===== src/rtl/aggr_scheduler_if.sv =====
// ---------------------------------------------------------------------------
// aggr_scheduler_if
//   Bundles the control, FIFO, Wh-BRAM and issue signals of the GAT aggregation
//   scheduler. clk and rst stay plain ports on the scheduler itself.
//
//   master : scheduler side (drives pops, BRAM address, issue markers, status)
//   slave  : environment side (start/config, FIFO status, producer writes)
//
//   Signals
//     start, num_subgraphs_i      layer start pulse and subgraph count
//     nn_ff_dout/_empty/_rd_vld   node-count descriptor FIFO
//     alpha_ff_empty/_rd_vld      alpha FIFO
//     wh_wr_vld                   Wh producer commit strobe
//     wh_bram_addrb               Wh BRAM read address
//     wh_space_o                  free Wh entries
//     aggr_rdy_i                  feature controller ready for a new subgraph
//     issue_vld/first/last_o      beat strobe and subgraph markers
//     busy_o, done_o, wh_ovf_o    status
//     stall_cycles_o              performance counter
// ---------------------------------------------------------------------------
interface aggr_scheduler_if #(
    parameter int NUM_SUBGRAPHS = 2708,
    parameter int MAX_NODES     = 168,
    parameter int WH_DEPTH      = 256
);
    localparam int NUM_SG_W       = $clog2(NUM_SUBGRAPHS + 1);
    localparam int NUM_NODE_WIDTH = $clog2(MAX_NODES);
    localparam int WH_ADDR_W      = $clog2(WH_DEPTH);
    localparam int CRED_W         = $clog2(WH_DEPTH + 1);

    logic                      start;
    logic [NUM_SG_W-1:0]       num_subgraphs_i;
    logic [NUM_NODE_WIDTH-1:0] nn_ff_dout;
    logic                      nn_ff_empty;
    logic                      nn_ff_rd_vld;
    logic                      alpha_ff_empty;
    logic                      alpha_ff_rd_vld;
    logic                      wh_wr_vld;
    logic [WH_ADDR_W-1:0]      wh_bram_addrb;
    logic [CRED_W-1:0]         wh_space_o;
    logic                      aggr_rdy_i;
    logic                      issue_vld_o;
    logic                      issue_first_o;
    logic                      issue_last_o;
    logic                      busy_o;
    logic                      done_o;
    logic                      wh_ovf_o;
    logic [31:0]               stall_cycles_o;

    modport master (
        input  start, num_subgraphs_i, nn_ff_dout, nn_ff_empty, alpha_ff_empty,
               wh_wr_vld, aggr_rdy_i,
        output nn_ff_rd_vld, alpha_ff_rd_vld, wh_bram_addrb, wh_space_o,
               issue_vld_o, issue_first_o, issue_last_o, busy_o, done_o,
               wh_ovf_o, stall_cycles_o
    );

    modport slave (
        output start, num_subgraphs_i, nn_ff_dout, nn_ff_empty, alpha_ff_empty,
               wh_wr_vld, aggr_rdy_i,
        input  nn_ff_rd_vld, alpha_ff_rd_vld, wh_bram_addrb, wh_space_o,
               issue_vld_o, issue_first_o, issue_last_o, busy_o, done_o,
               wh_ovf_o, stall_cycles_o
    );
endinterface


===== src/rtl/aggr_scheduler.sv =====
// ---------------------------------------------------------------------------
// aggr_scheduler
//   Sequences the aggregation datapath of one GAT layer. For each subgraph it
//   pops a node-count descriptor, then issues one Wh-BRAM read and one alpha
//   pop per node in lockstep, tagging each beat with first/last markers for
//   the MAC stage. Wh-buffer occupancy is tracked as credits against the Wh
//   producer; issue waits for a credit and a non-empty alpha FIFO. New
//   subgraphs only begin when the feature controller is ready.
//
//   Ports
//     clk   single clock
//     rst   synchronous, active-high reset
//     bus   aggr_scheduler_if.master (see the interface file for the list)
//
//   Optional feature (macro AGGR_SCHED_PERF_EN)
//     defined   : stall_cycles_o counts RUN cycles without an issue,
//                 saturating, cleared on an accepted start
//     undefined : stall_cycles_o is tied to 0
//
//   state | meaning
//   ------+------------------------------------------------------------
//   IDLE  | waiting for start
//   FETCH | waiting for a descriptor and aggr_rdy_i, then pop it
//   RUN   | issuing one beat per node of the current subgraph
//   DONE  | one-cycle layer-complete pulse
// ---------------------------------------------------------------------------
module aggr_scheduler #(
    parameter int NUM_SUBGRAPHS = 2708,
    parameter int MAX_NODES     = 168,
    parameter int WH_DEPTH      = 256
) (
    input  logic             clk,
    input  logic             rst,
    aggr_scheduler_if.master bus
);
    localparam int NUM_SG_W       = $clog2(NUM_SUBGRAPHS + 1);
    localparam int NUM_NODE_WIDTH = $clog2(MAX_NODES);
    localparam int WH_ADDR_W      = $clog2(WH_DEPTH);
    localparam int CRED_W         = $clog2(WH_DEPTH + 1);

    localparam logic [WH_ADDR_W-1:0] PTR_MAX = WH_ADDR_W'(WH_DEPTH - 1);
    localparam logic [CRED_W-1:0]    WH_FULL = CRED_W'(WH_DEPTH);

    typedef enum logic [1:0] {
        IDLE  = 2'd0,
        FETCH = 2'd1,
        RUN   = 2'd2,
        DONE  = 2'd3
    } state_t;

    state_t state_q, state_d;

    logic [NUM_SG_W-1:0]       num_sg_q;
    logic [NUM_SG_W-1:0]       sg_cnt_q;
    logic [NUM_NODE_WIDTH-1:0] node_tot_q;
    logic [NUM_NODE_WIDTH-1:0] node_cnt_q;
    logic [WH_ADDR_W-1:0]      rd_ptr_q;
    logic [CRED_W-1:0]         wh_avail_q;
    logic                      wh_ovf_q;
    logic                      issue_vld_q;
    logic                      issue_first_q;
    logic                      issue_last_q;

    logic                      start_acc;
    logic                      pop;
    logic                      issue;
    logic                      sg_adv;
    logic                      last_beat;
    logic                      sg_last;
    logic [NUM_SG_W-1:0]       sg_cnt_inc;
    logic [NUM_NODE_WIDTH-1:0] node_last_idx;

    assign sg_cnt_inc    = sg_cnt_q + 1'b1;
    assign sg_last       = (sg_cnt_inc == num_sg_q);
    // Only evaluated in RUN, where node_tot_q is at least 1.
    assign node_last_idx = node_tot_q - 1'b1;
    assign last_beat     = (node_cnt_q == node_last_idx);

    // ------------------------------------------------------------------
    // FSM state register
    // ------------------------------------------------------------------
    always_ff @(posedge clk) begin
        if (rst) begin
            state_q <= IDLE;
        end else begin
            state_q <= state_d;
        end
    end

    // ------------------------------------------------------------------
    // FSM next state and control strobes
    // ------------------------------------------------------------------
    always_comb begin
        state_d   = state_q;
        start_acc = 1'b0;
        pop       = 1'b0;
        issue     = 1'b0;
        sg_adv    = 1'b0;

        case (state_q)
            IDLE: begin
                if (bus.start) begin
                    start_acc = 1'b1;
                    state_d   = (bus.num_subgraphs_i == '0) ? DONE : FETCH;
                end
            end

            FETCH: begin
                if (!bus.nn_ff_empty && bus.aggr_rdy_i) begin
                    pop = 1'b1;
                    // An empty subgraph is consumed here without issuing.
                    if (bus.nn_ff_dout == '0) begin
                        sg_adv  = 1'b1;
                        state_d = sg_last ? DONE : FETCH;
                    end else begin
                        state_d = RUN;
                    end
                end
            end

            RUN: begin
                if (!bus.alpha_ff_empty && (wh_avail_q != '0)) begin
                    issue = 1'b1;
                    if (last_beat) begin
                        sg_adv  = 1'b1;
                        state_d = sg_last ? DONE : FETCH;
                    end
                end
            end

            DONE: begin
                state_d = IDLE;
            end

            default: begin
                state_d = IDLE;
            end
        endcase
    end

    // ------------------------------------------------------------------
    // Layer / subgraph bookkeeping and read pointer
    // ------------------------------------------------------------------
    always_ff @(posedge clk) begin
        if (rst) begin
            num_sg_q   <= '0;
            sg_cnt_q   <= '0;
            node_tot_q <= '0;
            node_cnt_q <= '0;
            rd_ptr_q   <= '0;
        end else begin
            if (start_acc) begin
                num_sg_q <= bus.num_subgraphs_i;
                sg_cnt_q <= '0;
                rd_ptr_q <= '0;
            end
            if (pop) begin
                node_tot_q <= bus.nn_ff_dout;
                node_cnt_q <= '0;
            end
            if (sg_adv) begin
                sg_cnt_q <= sg_cnt_inc;
            end
            if (issue) begin
                rd_ptr_q   <= (rd_ptr_q == PTR_MAX) ? '0 : rd_ptr_q + 1'b1;
                node_cnt_q <= node_cnt_q + 1'b1;
            end
        end
    end

    // ------------------------------------------------------------------
    // Issue markers: registered so they line up with the 1-cycle BRAM and
    // FIFO read data of the beat issued in the previous cycle.
    // ------------------------------------------------------------------
    always_ff @(posedge clk) begin
        if (rst) begin
            issue_vld_q   <= 1'b0;
            issue_first_q <= 1'b0;
            issue_last_q  <= 1'b0;
        end else begin
            issue_vld_q   <= issue;
            issue_first_q <= issue && (node_cnt_q == '0);
            issue_last_q  <= issue && last_beat;
        end
    end

    // ------------------------------------------------------------------
    // Wh credits. Not cleared on start so the producer may run ahead of the
    // layer. A write into a full buffer is dropped and flagged; a set in the
    // same cycle as an accepted start wins over the clear.
    // ------------------------------------------------------------------
    always_ff @(posedge clk) begin
        if (rst) begin
            wh_avail_q <= '0;
            wh_ovf_q   <= 1'b0;
        end else begin
            if (start_acc) begin
                wh_ovf_q <= 1'b0;
            end
            if (bus.wh_wr_vld && !issue) begin
                if (wh_avail_q == WH_FULL) begin
                    wh_ovf_q <= 1'b1;
                end else begin
                    wh_avail_q <= wh_avail_q + 1'b1;
                end
            end else if (issue && !bus.wh_wr_vld) begin
                wh_avail_q <= wh_avail_q - 1'b1;
            end
        end
    end

    // ------------------------------------------------------------------
    // Stall performance counter
    // ------------------------------------------------------------------
`ifdef AGGR_SCHED_PERF_EN
    logic [31:0] stall_q;

    always_ff @(posedge clk) begin
        if (rst) begin
            stall_q <= '0;
        end else if (start_acc) begin
            stall_q <= '0;
        end else if ((state_q == RUN) && !issue && (stall_q != '1)) begin
            stall_q <= stall_q + 1'b1;
        end
    end

    assign bus.stall_cycles_o = stall_q;
`else
    assign bus.stall_cycles_o = '0;
`endif

    // ------------------------------------------------------------------
    // Outputs
    // ------------------------------------------------------------------
    assign bus.nn_ff_rd_vld    = pop;
    assign bus.alpha_ff_rd_vld = issue;
    assign bus.wh_bram_addrb   = rd_ptr_q;
    assign bus.wh_space_o      = WH_FULL - wh_avail_q;
    assign bus.issue_vld_o     = issue_vld_q;
    assign bus.issue_first_o   = issue_first_q;
    assign bus.issue_last_o    = issue_last_q;
    assign bus.busy_o          = (state_q != IDLE);
    assign bus.done_o          = (state_q == DONE);
    assign bus.wh_ovf_o        = wh_ovf_q;

endmodule


===== src/flat_wrapper.sv =====
// flat-port wrapper written by rule: the top's interface ports become plain ports
module aggr_scheduler_flat 
#(
    parameter int NUM_SUBGRAPHS = 2708,
    parameter int MAX_NODES     = 168,
    parameter int WH_DEPTH      = 256
)
  (clk, rst, bus_start, bus_num_subgraphs_i, bus_nn_ff_dout, bus_nn_ff_empty, bus_alpha_ff_empty, bus_wh_wr_vld, bus_aggr_rdy_i, bus_nn_ff_rd_vld, bus_alpha_ff_rd_vld, bus_wh_bram_addrb, bus_wh_space_o, bus_issue_vld_o, bus_issue_first_o, bus_issue_last_o, bus_busy_o, bus_done_o, bus_wh_ovf_o, bus_stall_cycles_o);
  aggr_scheduler_if #(.NUM_SUBGRAPHS(NUM_SUBGRAPHS), .MAX_NODES(MAX_NODES), .WH_DEPTH(WH_DEPTH)) bus_i ();
  input  logic clk;
  input  logic rst;
  input wire logic [$bits(bus_i.start)-1:0] bus_start;
  input wire logic [$bits(bus_i.num_subgraphs_i)-1:0] bus_num_subgraphs_i;
  input wire logic [$bits(bus_i.nn_ff_dout)-1:0] bus_nn_ff_dout;
  input wire logic [$bits(bus_i.nn_ff_empty)-1:0] bus_nn_ff_empty;
  input wire logic [$bits(bus_i.alpha_ff_empty)-1:0] bus_alpha_ff_empty;
  input wire logic [$bits(bus_i.wh_wr_vld)-1:0] bus_wh_wr_vld;
  input wire logic [$bits(bus_i.aggr_rdy_i)-1:0] bus_aggr_rdy_i;
  output wire logic [$bits(bus_i.nn_ff_rd_vld)-1:0] bus_nn_ff_rd_vld;
  output wire logic [$bits(bus_i.alpha_ff_rd_vld)-1:0] bus_alpha_ff_rd_vld;
  output wire logic [$bits(bus_i.wh_bram_addrb)-1:0] bus_wh_bram_addrb;
  output wire logic [$bits(bus_i.wh_space_o)-1:0] bus_wh_space_o;
  output wire logic [$bits(bus_i.issue_vld_o)-1:0] bus_issue_vld_o;
  output wire logic [$bits(bus_i.issue_first_o)-1:0] bus_issue_first_o;
  output wire logic [$bits(bus_i.issue_last_o)-1:0] bus_issue_last_o;
  output wire logic [$bits(bus_i.busy_o)-1:0] bus_busy_o;
  output wire logic [$bits(bus_i.done_o)-1:0] bus_done_o;
  output wire logic [$bits(bus_i.wh_ovf_o)-1:0] bus_wh_ovf_o;
  output wire logic [$bits(bus_i.stall_cycles_o)-1:0] bus_stall_cycles_o;
  assign bus_i.start = bus_start;
  assign bus_i.num_subgraphs_i = bus_num_subgraphs_i;
  assign bus_i.nn_ff_dout = bus_nn_ff_dout;
  assign bus_i.nn_ff_empty = bus_nn_ff_empty;
  assign bus_i.alpha_ff_empty = bus_alpha_ff_empty;
  assign bus_i.wh_wr_vld = bus_wh_wr_vld;
  assign bus_i.aggr_rdy_i = bus_aggr_rdy_i;
  assign bus_nn_ff_rd_vld = bus_i.nn_ff_rd_vld;
  assign bus_alpha_ff_rd_vld = bus_i.alpha_ff_rd_vld;
  assign bus_wh_bram_addrb = bus_i.wh_bram_addrb;
  assign bus_wh_space_o = bus_i.wh_space_o;
  assign bus_issue_vld_o = bus_i.issue_vld_o;
  assign bus_issue_first_o = bus_i.issue_first_o;
  assign bus_issue_last_o = bus_i.issue_last_o;
  assign bus_busy_o = bus_i.busy_o;
  assign bus_done_o = bus_i.done_o;
  assign bus_wh_ovf_o = bus_i.wh_ovf_o;
  assign bus_stall_cycles_o = bus_i.stall_cycles_o;
  aggr_scheduler #(.NUM_SUBGRAPHS(NUM_SUBGRAPHS), .MAX_NODES(MAX_NODES), .WH_DEPTH(WH_DEPTH)) u_core (.clk(clk), .rst(rst), .bus(bus_i));
endmodule

===== config.mk =====
export PLATFORM = sky130hd
export DESIGN_NAME = aggr_scheduler_flat
export DESIGN_NICKNAME = d
export VERILOG_FILES = /design/src/rtl/aggr_scheduler_if.sv /design/src/rtl/aggr_scheduler.sv /design/src/flat_wrapper.sv
export SDC_FILE = /design/constraint.sdc
export NUM_CORES = 1
export LEC_CHECK = 0
export ABC_CLOCK_PERIOD_IN_PS = 4130
export BUFFER_PORTS_ARGS = -buffer_cell sky130_fd_sc_hd__buf_2
export CAP_MARGIN = 20
export CORE_ASPECT_RATIO = 0.9
export CORE_UTILIZATION = 30
export DETAILED_ROUTE_END_ITERATION = 12
export PLACE_DENSITY = 0.53
export RECOVER_POWER = 100
export SETUP_SLACK_MARGIN = 0.5
export SLEW_MARGIN = 20
export SYNTH_ARGS = -nofsm -noshare
export SYNTH_HDL_FRONTEND = slang
export SYNTH_SLANG_ARGS = --single-unit

===== constraint.sdc =====
create_clock -name clk -period 4.13 [get_ports clk]
set_input_delay 0.826 -clock clk [delete_from_list [all_inputs] [get_ports clk]]
set_output_delay 0.826 -clock clk [all_outputs]
set_load 0.02 [all_outputs]

### Word level (Yosys, flattened, before mapping)

Index checks and enable logic that the tools add are counted.

| storage, ports and cells | value |
|---|---|
| input bits | 27 |
| bits in registers | 63 |
| output and inout bits | 57 |
| logic and storage cells | 84 |

| operators by class | value |
|---|---|
| equality and inequality tests | 12 |
| multiplexer cells | 32 |
| reductions and logical operators | 22 |
| $add $sub $neg | 7 |

Operator list:

| cell | number |
|---|---|
| $mux W8 | 5 |
| $mux W9 | 3 |
| $mux W12 | 2 |
| $add A8 B1 Y8 const B | 2 |
| $logic_not A8 Y1 | 2 |
| $mux W2 | 7 |
| $mux W1 | 13 |
| $add A12 B1 Y12 const B | 1 |
| $eq A12 B12 Y1 | 1 |
| $logic_not A12 Y1 | 1 |
| $reduce_bool A2 Y1 | 5 |
| $add A9 B1 Y9 const B | 1 |
| $eq A9 B9 Y1 const B | 1 |
| $reduce_bool A9 Y1 | 1 |
| $sub A9 B1 Y9 const B | 1 |
| $sub A9 B9 Y9 const A | 1 |
| $eq A8 B8 Y1 | 1 |
| $eq A8 B8 Y1 const B | 1 |
| $pmux W2 S4 | 1 |
| $sub A8 B1 Y8 const B | 1 |
| $logic_and A1 B1 Y1 | 6 |
| $ne A2 B1 Y1 const B | 3 |
| $eq A2 B2 Y1 const B | 2 |
| $logic_not A1 Y1 | 4 |
| other kinds (6) | 7 |

### Longest topological paths before layout

Gate-level depths: netlist (run 1).

| depth | value |
|---|---|
| depth after elaboration | 8 |
| gate-level depth with buffers | 17 |
| mapped depth without buffers | 16 |

### Least setup slack after synthesis (run 1)

Ideal clock, no wire load.

| timing | value |
|---|---|
| kind | register to register |
| from | reg u_core.wh_avail_q[2] |
| to | reg u_core.wh_avail_q[6] |
| clock period less this slack | 3.479 ns |
| cell stages (with the launch flop) | 15 |
| buffers on the path | 1 |
| setup time | 0.132 ns |
| required time | 3.998 ns |
| slack | 0.651 ns |
| arrival time | 3.348 ns |
| cells stage by stage | dfxtp_1 -> or4_1 -> nor4_1 -> ha_1 -> or3b_1 -> clkbuf_1 -> nand2_1 -> ha_1 -> nor2b_1 -> o21ai_0 -> a21oi_1 -> o21a_1 -> or3_1 -> nand3_1 -> a21oi_1 |

| on the way | value |
|---|---|
| longest elaborated chain between the ends | 8 |
| elaborated cells on any way between the ends | 16 |
| those cells by class | add/sub (2); eq/ne (2); mux (5); reduce/logical (7) |

Ends and longest elaborated chain:

| item | RTL line | RTL |
|---|---|---|
| start: declaration | aggr_scheduler.sv:58 | `logic [CRED_W-1:0] wh_avail_q;` |
| start signal: assignment | aggr_scheduler.sv:204 | `wh_avail_q <= wh_avail_q + 1'b1;` |
| start signal: assignment | aggr_scheduler.sv:207 | `wh_avail_q <= wh_avail_q - 1'b1;` |
| $reduce_bool A9 Y1 | aggr_scheduler.sv:122 | `if (!bus.alpha_ff_empty && (wh_avail_q != '0)) begin` |
| $logic_and A1 B1 Y1 | aggr_scheduler.sv:122 |  |
| $mux W1 | aggr_scheduler.sv:122 |  |
| $mux W1 | aggr_scheduler.sv:100 | `case (state_q)` |
| $logic_not A1 Y1 | aggr_scheduler.sv:200 | `if (bus.wh_wr_vld && !issue) begin` |
| $logic_and A1 B1 Y1 | aggr_scheduler.sv:200 |  |
| $ne A2 B2 Y1 (no source line) or $reduce_bool A2 Y1 (tied branches) | -- |  |
| $reduce_and A2 Y1 (no source line) | -- |  |

Several ways; a longest one is shown, not always the timed one. The select of a mux whose other input is x is not followed.
A chain may end at the register's enable or synchronous reset.

### Final worst setup path (run 1)

| timing | value |
|---|---|
| from | reg u_core.wh_avail_q[0] |
| to | reg u_core.wh_avail_q[8] |

The elaborated chain is that of the path after synthesis.

==> summary.txt, run 1 <==
residual DRC count - 6
HP Class - reg -> reg
Port Buffers - 51
ratio of final minimum period to clock period - 0.879
Setup crit end kind - flip-flop
post-synthesis sequential area ratio - 0.306
Antenna Nets Post-Route - 0
final instance area - 4610 um2
critical path arrival - 3860 ps
Max Slew Vio Count - 0
fin nets - 624
total global-route track usage - 0.149
failing checks - design-rule violations
fmax - 275 MHz
Detailed Route WL - 10200 um
initial antenna violation count - 0
initial core utilization - 0.309
clock skew - 8.99 ps
Post-synth EDFFs - 0
Worst Path Required - 4360 ps
Period minus WS final - 3630 ps
Mapped Area - 4120 um2
vias per cell - 4.95
GPL Wtd Cong - 0.872
worst-margin pin slew - 734 ps
grt ovf - 0
area delta synth->final - 11.7%
Avg Inst Size Synth - 7.75 um2
Yosys reg bits - 63
die area - 14200 um2
Slew HR - 0.509
static leakage - 1.86 nW
CTS tree - yes
clk root buf - clkbuf_16
Post-Place Cells - 732
CTS Buffer Depth - 2
slowest stage cell, crit path - dfxtp_1
element type at the critical path start - flip-flop
critical path's most frequent cell - inv_1
YS warnings - 0
outcome - complete, but fails checks
post-synth cell types - 65
post-synth top area share - 0.306
crit path cell chain - inv_1, ha_1, inv_1, nor4_4, ha_1, or3b_1, nand2_1, inv_1, fa_1, nor2b_1, o21ai_0, a21oi_1, o21a_1, o211ai_1, o211ai_1, nand2_1
initial DRC count - 186
CTS Buf Count - 9
CTS clk-pin slew, worst paths - 50 ps
diode count - 0
Hold Vio Cnt, Final - 0
Die Y - 113 um
CP max stage delay - 440 ps
die span in x - 126 um
multi-input logic area - 2520 um2
first-pass GRT wire length - 16900 um
P per Cell Area - 535 nW/um2
Clock Sinks - 63
Non-Filler Instances - 747
Crit path max-delay family - simple AND/OR/NAND/NOR gates
Detailed Routing Iterations Pass 1 - 8
Std-Cell Rows - 40
setup TNS - 0 ps
Max-Cap Viols - 0
RSZ-0062 raised after global routing - true
register area - 1260 um2
number of global-route vias before repair - 3450
ranking of synthesized cells by area - dfxtp_1 31%, nand2_1 6.4%, buf_4 6.2%
I/O Pins - 84
Post-synth ARST share - 0
share of layout cells above drive strength 1 - 0.0881
Buf/Inv on CP - 3
Worst VDD drop - 439 uV
Syn Inst Count - 532
Final HPWL DP - 7490 um
crit path kind - reg -> reg
WL/cell - 13.7 um
Filler cells - 1420
crit path max fanout - 10
H-tree depth reported by CTS - 3
Post-synth top flop - dfxtp_1
Vias - 3697
# setup viols final - 0
core area - 13400 um2
area leader, netlist - dfxtp_1
largest net degree at the start of global routing - 54
Area after DPL - 4390 um2
Skew-Pair Late Insertion Delay - 330 ps
[where the power goes]
part	switching (W)	total, W	internal [W]
combinational	0.000645	0.00102	0.000370
sequential	0.000104	0.000795	0.000691
clock	0.000259	0.000655	0.000397
total	0.00101	0.00247	0.00146
[state kept, by name, indices dropped and copies added, names as in the netlist]
signal,cells
u_core.wh_avail_q,9
u_core.bus.issue_last_o,1
u_core.bus.wh_bram_addrb,8
u_core.bus.issue_vld_o,1
u_core.bus.wh_ovf_o,1
u_core.num_sg_q,12
u_core.node_tot_q,8
u_core.sg_cnt_q,12
u_core.node_cnt_q,8
u_core.bus.issue_first_o,1
u_core.state_q,2
[final timing paths]
check / depth (start not counted) / from / slack [ps] / end
worst max-delay path: 16 / u_core.wh_avail_q[0] / 500 / u_core.wh_avail_q[8]
worst min-delay path: 2 / u_core.num_sg_q[9] / 470 / u_core.num_sg_q[9]
worst max register to register: 16 / u_core.wh_avail_q[0] / 500 / u_core.wh_avail_q[8]
worst min register to register: 2 / u_core.num_sg_q[9] / 470 / u_core.num_sg_q[9]
[Yosys cell counts (all sizes together) (3+ instances only)]
cell type  instances
nand2             70
nor2              48
a21oi             51
xnor2             27
nand4              6
xor2              10
o21ai             23
and3              11
a22oi              9
nor4              10
a211oi             3
nand2b             3
or4                4
dfxtp             63
or3                4
o31ai              3
ha                20
and2               5
nor4b              5
clkbuf            13
o211ai             6
o2bb2ai            4
nor3              12
nand3             15
buf               41
inv               28
nor2b              4
[per-layer routing]
layer	global-route usage	vias up	wire, um
met4	0.0642	0	171
met3	0.0260	11	443
met1	0.204	1705	5190
li1	-	1884	-
met2	0.231	97	4430
met5	0	-	0
[layout by cell type (no fill, tap or decap), types with 3 or more instances in the layout]
master,n
a22oi_1,9
or4_1,4
buf_4,4
buf_2,26
nor2b_1,4
clkbuf_1,29
inv_1,28
o31ai_1,3
nand3_1,14
nor3_1,12
conb_1,32
or3_1,4
xor2_1,10
dfxtp_1,63
o2bb2ai_1,4
nand2_1,70
o21ai_0,21
nor4b_1,4
nand2b_1,3
nor2_1,48
a211oi_1,3
nor4_1,7
nand4_1,6
o211ai_1,6
xnor2_1,26
ha_1,20
and3_1,11
and2_1,4
a21oi_1,50
clkbuf_16,9
[stage by stage]
stage	util	hold WS [ps]	worst slack [ps]	power (W)
2_1_floorplan	-	448	651	0.00158
3_3_place_gp	0.329	464	568	0.00182
5_1_grt	0.345	493	219	0.00264
3_5_place_dp	0.329	465	421	0.00183
4_1_cts	0.348	472	515	0.00250
6_report	0.345	471	500	0.00247
[cells by family (layout without fill, tap and decap cells)]
kind of cell,Yosys count,after routing,synth area share
AO/OA/AOI/OAI,121,121,0.181
AND/OR/NAND/NOR,206,206,0.255
flip-flops,63,63,0.306
multiplexers,1,1,0.00243
buffers and inverters,82,98,0.109
adder cells (fa/ha/maj),21,21,0.0656
other,1,32,0.000910
XOR/XNOR,37,37,0.0804
[area by class of cell]
class                           count  area share
Clock buffer                       12      0.0513
Clock inverter                      2     0.00217
Inverter                           28      0.0228
Multi-Input combinational cell    418       0.548
Sequential cell                    63       0.274
Tap cell                          168      0.0456
Timing Repair Buffer               56      0.0560
[worst register-to-register path: stages, from the launching register on]
cell and delay, ps:
dfxtp_1 440, inv_1 140, ha_1 260, inv_1 120, nor4_4 60, ha_1 210
or3b_1 410, nand2_1 300, inv_1 130, fa_1 420, nor2b_1 180, o21ai_0 130
a21oi_1 230, o21a_1 180, o211ai_1 120, o211ai_1 120, nand2_1 70
[repair_timing]
action / CTS / global route
pin swaps: 0 / 1
endpoints found under the setup margin: 3 / 5
resized for setup: 1 / 5
hold endpoints to repair: 0 / 0
hold buffers: 0 / 0
setup buffers: 0 / 1
No activity file was read; power rests on OpenSTA's default activity.
==> run 2, diff against run 1 <==
--- a/config.mk
+++ b/config.mk
@@ -5,6 +5,7 @@
 export SDC_FILE = /design/constraint.sdc
 export NUM_CORES = 1
 export LEC_CHECK = 0
+export ABC_AREA = 1
 export ABC_CLOCK_PERIOD_IN_PS = 4130
 export BUFFER_PORTS_ARGS = -buffer_cell sky130_fd_sc_hd__buf_2
 export CAP_MARGIN = 20
==> run 2 against run 1 <==
Compared with the run above:
- die area is 0.30% lower
- non-clock buffer count is 2 lower
- cell count grew 10%
- critical path type is now reg -> out
- via count grew 5.1%
- the run still ends with design-rule violations left
- fmax grew 4.1%
- clock-buffer cell count decreased by 3
- global-route usage increased by 0.16 points
- power increased by 2.1%
- core utilization rose by 0.34 points
- sequential cell count unchanged
- synthesized cell count rose by 14%
- critical path depth is 5 lower
- largest power group unchanged
==> summary.txt, run 2 <==
outcome - complete, but fails checks
failing checks - design-rule violations
GPL Wtd Cong - 0.872 (about the same)
crit path max fanout - 12 (+2)
Post-synth top cells - 114 x nand2_1, 75 x inv_1, 63 x dfxtp_1
critical path arrival - 2660 ps (-1200 ps)
clk root buf - clkbuf_16
Yosys reg bits - 63 (unchanged)
first-pass GRT wire length - 17200 um (+1.9%)
die area - 14200 um2 (-0.30%)
die span in x - 125 um (-0.15%)
count leader, synth - nand2_1
setup bufs post-CTS - 0 (unchanged)
number of global-route vias before repair - 3742 (+8.5%)
vias per cell - 4.71 (-4.9%)
Max Slew Vio Count - 0 (unchanged)
clock skew - 8.20 ps (-0.797 ps)
Post-synth top flop - dfxtp_1
Skew-Pair Late Insertion Delay - 340 ps (about the same)
Hold Startpoint - u_core.num_sg_q[9]
Post-synth ARST share - 0 (unchanged)
post-CTS sizing - 1 (unchanged)
WHS Endpoint - u_core.num_sg_q[9]
ratio of final minimum period to clock period - 0.844 (-0.0345)
multi-input logic area - 2350 um2 (-6.8%)
reg2reg end - u_core.wh_avail_q[6]
Detailed Routing Iterations Pass 1 - 10 (+2)
overall power - 0.00252 W (+2.1%)
grt ovf - 0 (unchanged)
crit path kind - reg -> out
core area - 13400 um2 (unchanged)
commonest non-fill, non-tap cells in the layout - 116 x nand2_1, 74 x inv_1, 63 x dfxtp_1
r2r setup slk - 640 ps (+140 ps)
worst-margin pin slew - 1210 ps (+479 ps)
WHS Path Cells - 2 (unchanged)
Std-Cell Rows - 40 (unchanged)
post-synth top area share - 0.307 (+0.000931)
biggest registers after layout - u_core.num_sg_q (12), u_core.sg_cnt_q (12), u_core.wh_avail_q (9)
element type at the critical path start - flip-flop
Worst Path Required - 3300 ps (-1060 ps)
Clock Sinks - 63 (unchanged)
initial antenna violation count - 0 (unchanged)
Syn Inst Count - 604 (+14%)
diode count - 0 (unchanged)
total global-route track usage - 0.151 (+0.00157)
Detailed Route WL - 10400 um (+1.4%)
fmax - 287 MHz (+4.1%)
Final HPWL DP - 7580 um (+1.2%)
Period minus WS final - 3490 ps (-143 ps)
CTS Buffer Depth - 2 (unchanged)
ranking of synthesized cells by area - dfxtp_1 31%, nand2_1 10%, inv_1 6.8%
fin nets - 700 (+12%)
P per Cell Area - 541 nW/um2 (+1.1%)
largest net degree at the start of global routing - 42 (-22%)
CTS tree - yes
Hold Vio Cnt, Final - 0 (unchanged)
YS warnings - 0 (unchanged)
CTS clk-pin slew, worst paths - 60 ps (about the same)
area delta synth->final - 13.2%
initial core utilization - 0.308 (-0.000936)
Die Y - 113 um (-0.15%)
HP Class - reg -> reg
Post-synth EDFFs - 0 (unchanged)
RSZ-0062 raised after global routing - false
static leakage - 2.00 nW (+7.7%)
Post-CTS Hold Fix Bufs - 0 (unchanged)
post-synthesis sequential area ratio - 0.307 (+0.000931)
Vias - 3885 (+5.1%)
Setup crit end kind - output pin
Avg Inst Size Synth - 6.80 um2 (-12%)
most common cell after layout, fill and taps aside - nand2_1
I/O Pins - 84 (unchanged)
area leader, netlist - dfxtp_1
setup TNS - 0 ps (unchanged)
register area - 1260 um2 (unchanged)
CTS Buf Count - 9 (unchanged)
# setup viols final - 0 (unchanged)
Port Buffers - 51 (unchanged)
initial DRC count - 251 (+35%)
worst reg-to-reg path cell count - 19 (+3)
Worst VDD drop - 480 uV (+9.2%)
residual DRC count - 6 (unchanged)
Mapped Area - 4110 um2 (-0.30%)
Slew HR - 0.191 (-0.318)
WL/cell - 12.6 um (-8.2%)
post-synth cell types - 40 (-38%)
H-tree depth reported by CTS - 3 (unchanged)
Filler cells - 1434 (+0.99%)
Antenna Nets Post-Route - 0 (unchanged)
Max-Cap Viols - 0 (unchanged)
Reg-to-Reg Start - u_core.wh_avail_q[0]
share of layout cells above drive strength 1 - 0.0868 (-0.00132)
==> run 2: cell count changes after synthesis, moves of 9 or more <==
| cell | before | now |
|---|---|---|
| xnor2_1 | 26 | 7 |
| nand3_1 | 14 | 50 |
| inv_1 | 26 | 75 |
| o21ai_0 | 20 | 46 |
| a22oi_1 | 9 | 0 |
| nand2_1 | 70 | 114 |
| and3_1 | 11 | 1 |
==> run 2: layout make-up <==
| cell class | instances | area share |
|---|---|---|
| clock buffers | 9 | 0.0484 |
| clock inverters | 7 | 0.0159 |
| inverters | 76 | 0.0613 |
| multi-input cells | 448 | 0.506 |
| flip-flops and latches | 63 | 0.271 |
| well taps | 168 | 0.0452 |
| repair buffers | 54 | 0.0519 |
==> run 2: metrics by stage <==
stage	hold WS (ps)	instances	setup WS [ps]	utilization	cell area (um2)
floorplan	441	635	694	-	4230
global placement	458	809	572	0.329	4400
detailed placement	462	809	440	0.329	4400
CTS	477	825	535	0.351	4700
global route	498	825	289	0.348	4650
finish	478	825	643	0.348	4650
==> run 2: worst max path at each step <==
stage / slack (ps) / startpoint / endpoint
floorplan: 690 / u_core.wh_avail_q[0] / u_core.wh_avail_q[6]
global placement: 570 / u_core.wh_avail_q[0] / u_core.wh_avail_q[8]
detailed placement: 440 / u_core.wh_avail_q[0] / u_core.wh_avail_q[8]
CTS: 540 / u_core.wh_avail_q[0] / u_core.wh_avail_q[6]
global route: 290 / u_core.wh_avail_q[0] / u_core.wh_avail_q[6]
finish: 640 / u_core.wh_avail_q[0] / bus_alpha_ff_rd_vld
==> run 2: per-layer routing <==
metal,global-route usage,routed length [um]
met2,0.265,4970
met1,0.180,4900
met3,0.0397,382
met4,0.0472,123
met5,0,0
==> run 2: cell families (layout without fill, tap and decap cells) <==
logic type / after synthesis / in the layout / share of synthesized area
AO/OA/AOI/OAI: 117 / 117 / 0.157
XOR/XNOR: 19 / 19 / 0.0405
adder cells (fa/ha/maj): 21 / 21 / 0.0658
buffers and inverters: 124 / 146 / 0.147
flip-flops: 63 / 63 / 0.307
other: 1 / 32 / 0.000912
AND/OR/NAND/NOR: 259 / 259 / 0.282
==> run 2: critical path, stage by stage, from the launching register on <==
cell and delay, ps:
dfxtp_1 350, inv_1 120, ha_1 200, nand3_1 120, or3_1 360, nor3_1 250
ha_1 200, nor2_1 50, nand2_1 190, inv_1 100, buf_4 190, clkbuf_1 180
==> run 2: where the power goes <==
part | switching (W) | internal [W] | total (W)
Combinational | 0.000659 | 0.000320 | 0.000979
Clock | 0.000293 | 0.000466 | 0.000760
Sequential | 0.0000831 | 0.000695 | 0.000778
Total | 0.00104 | 0.00148 | 0.00252
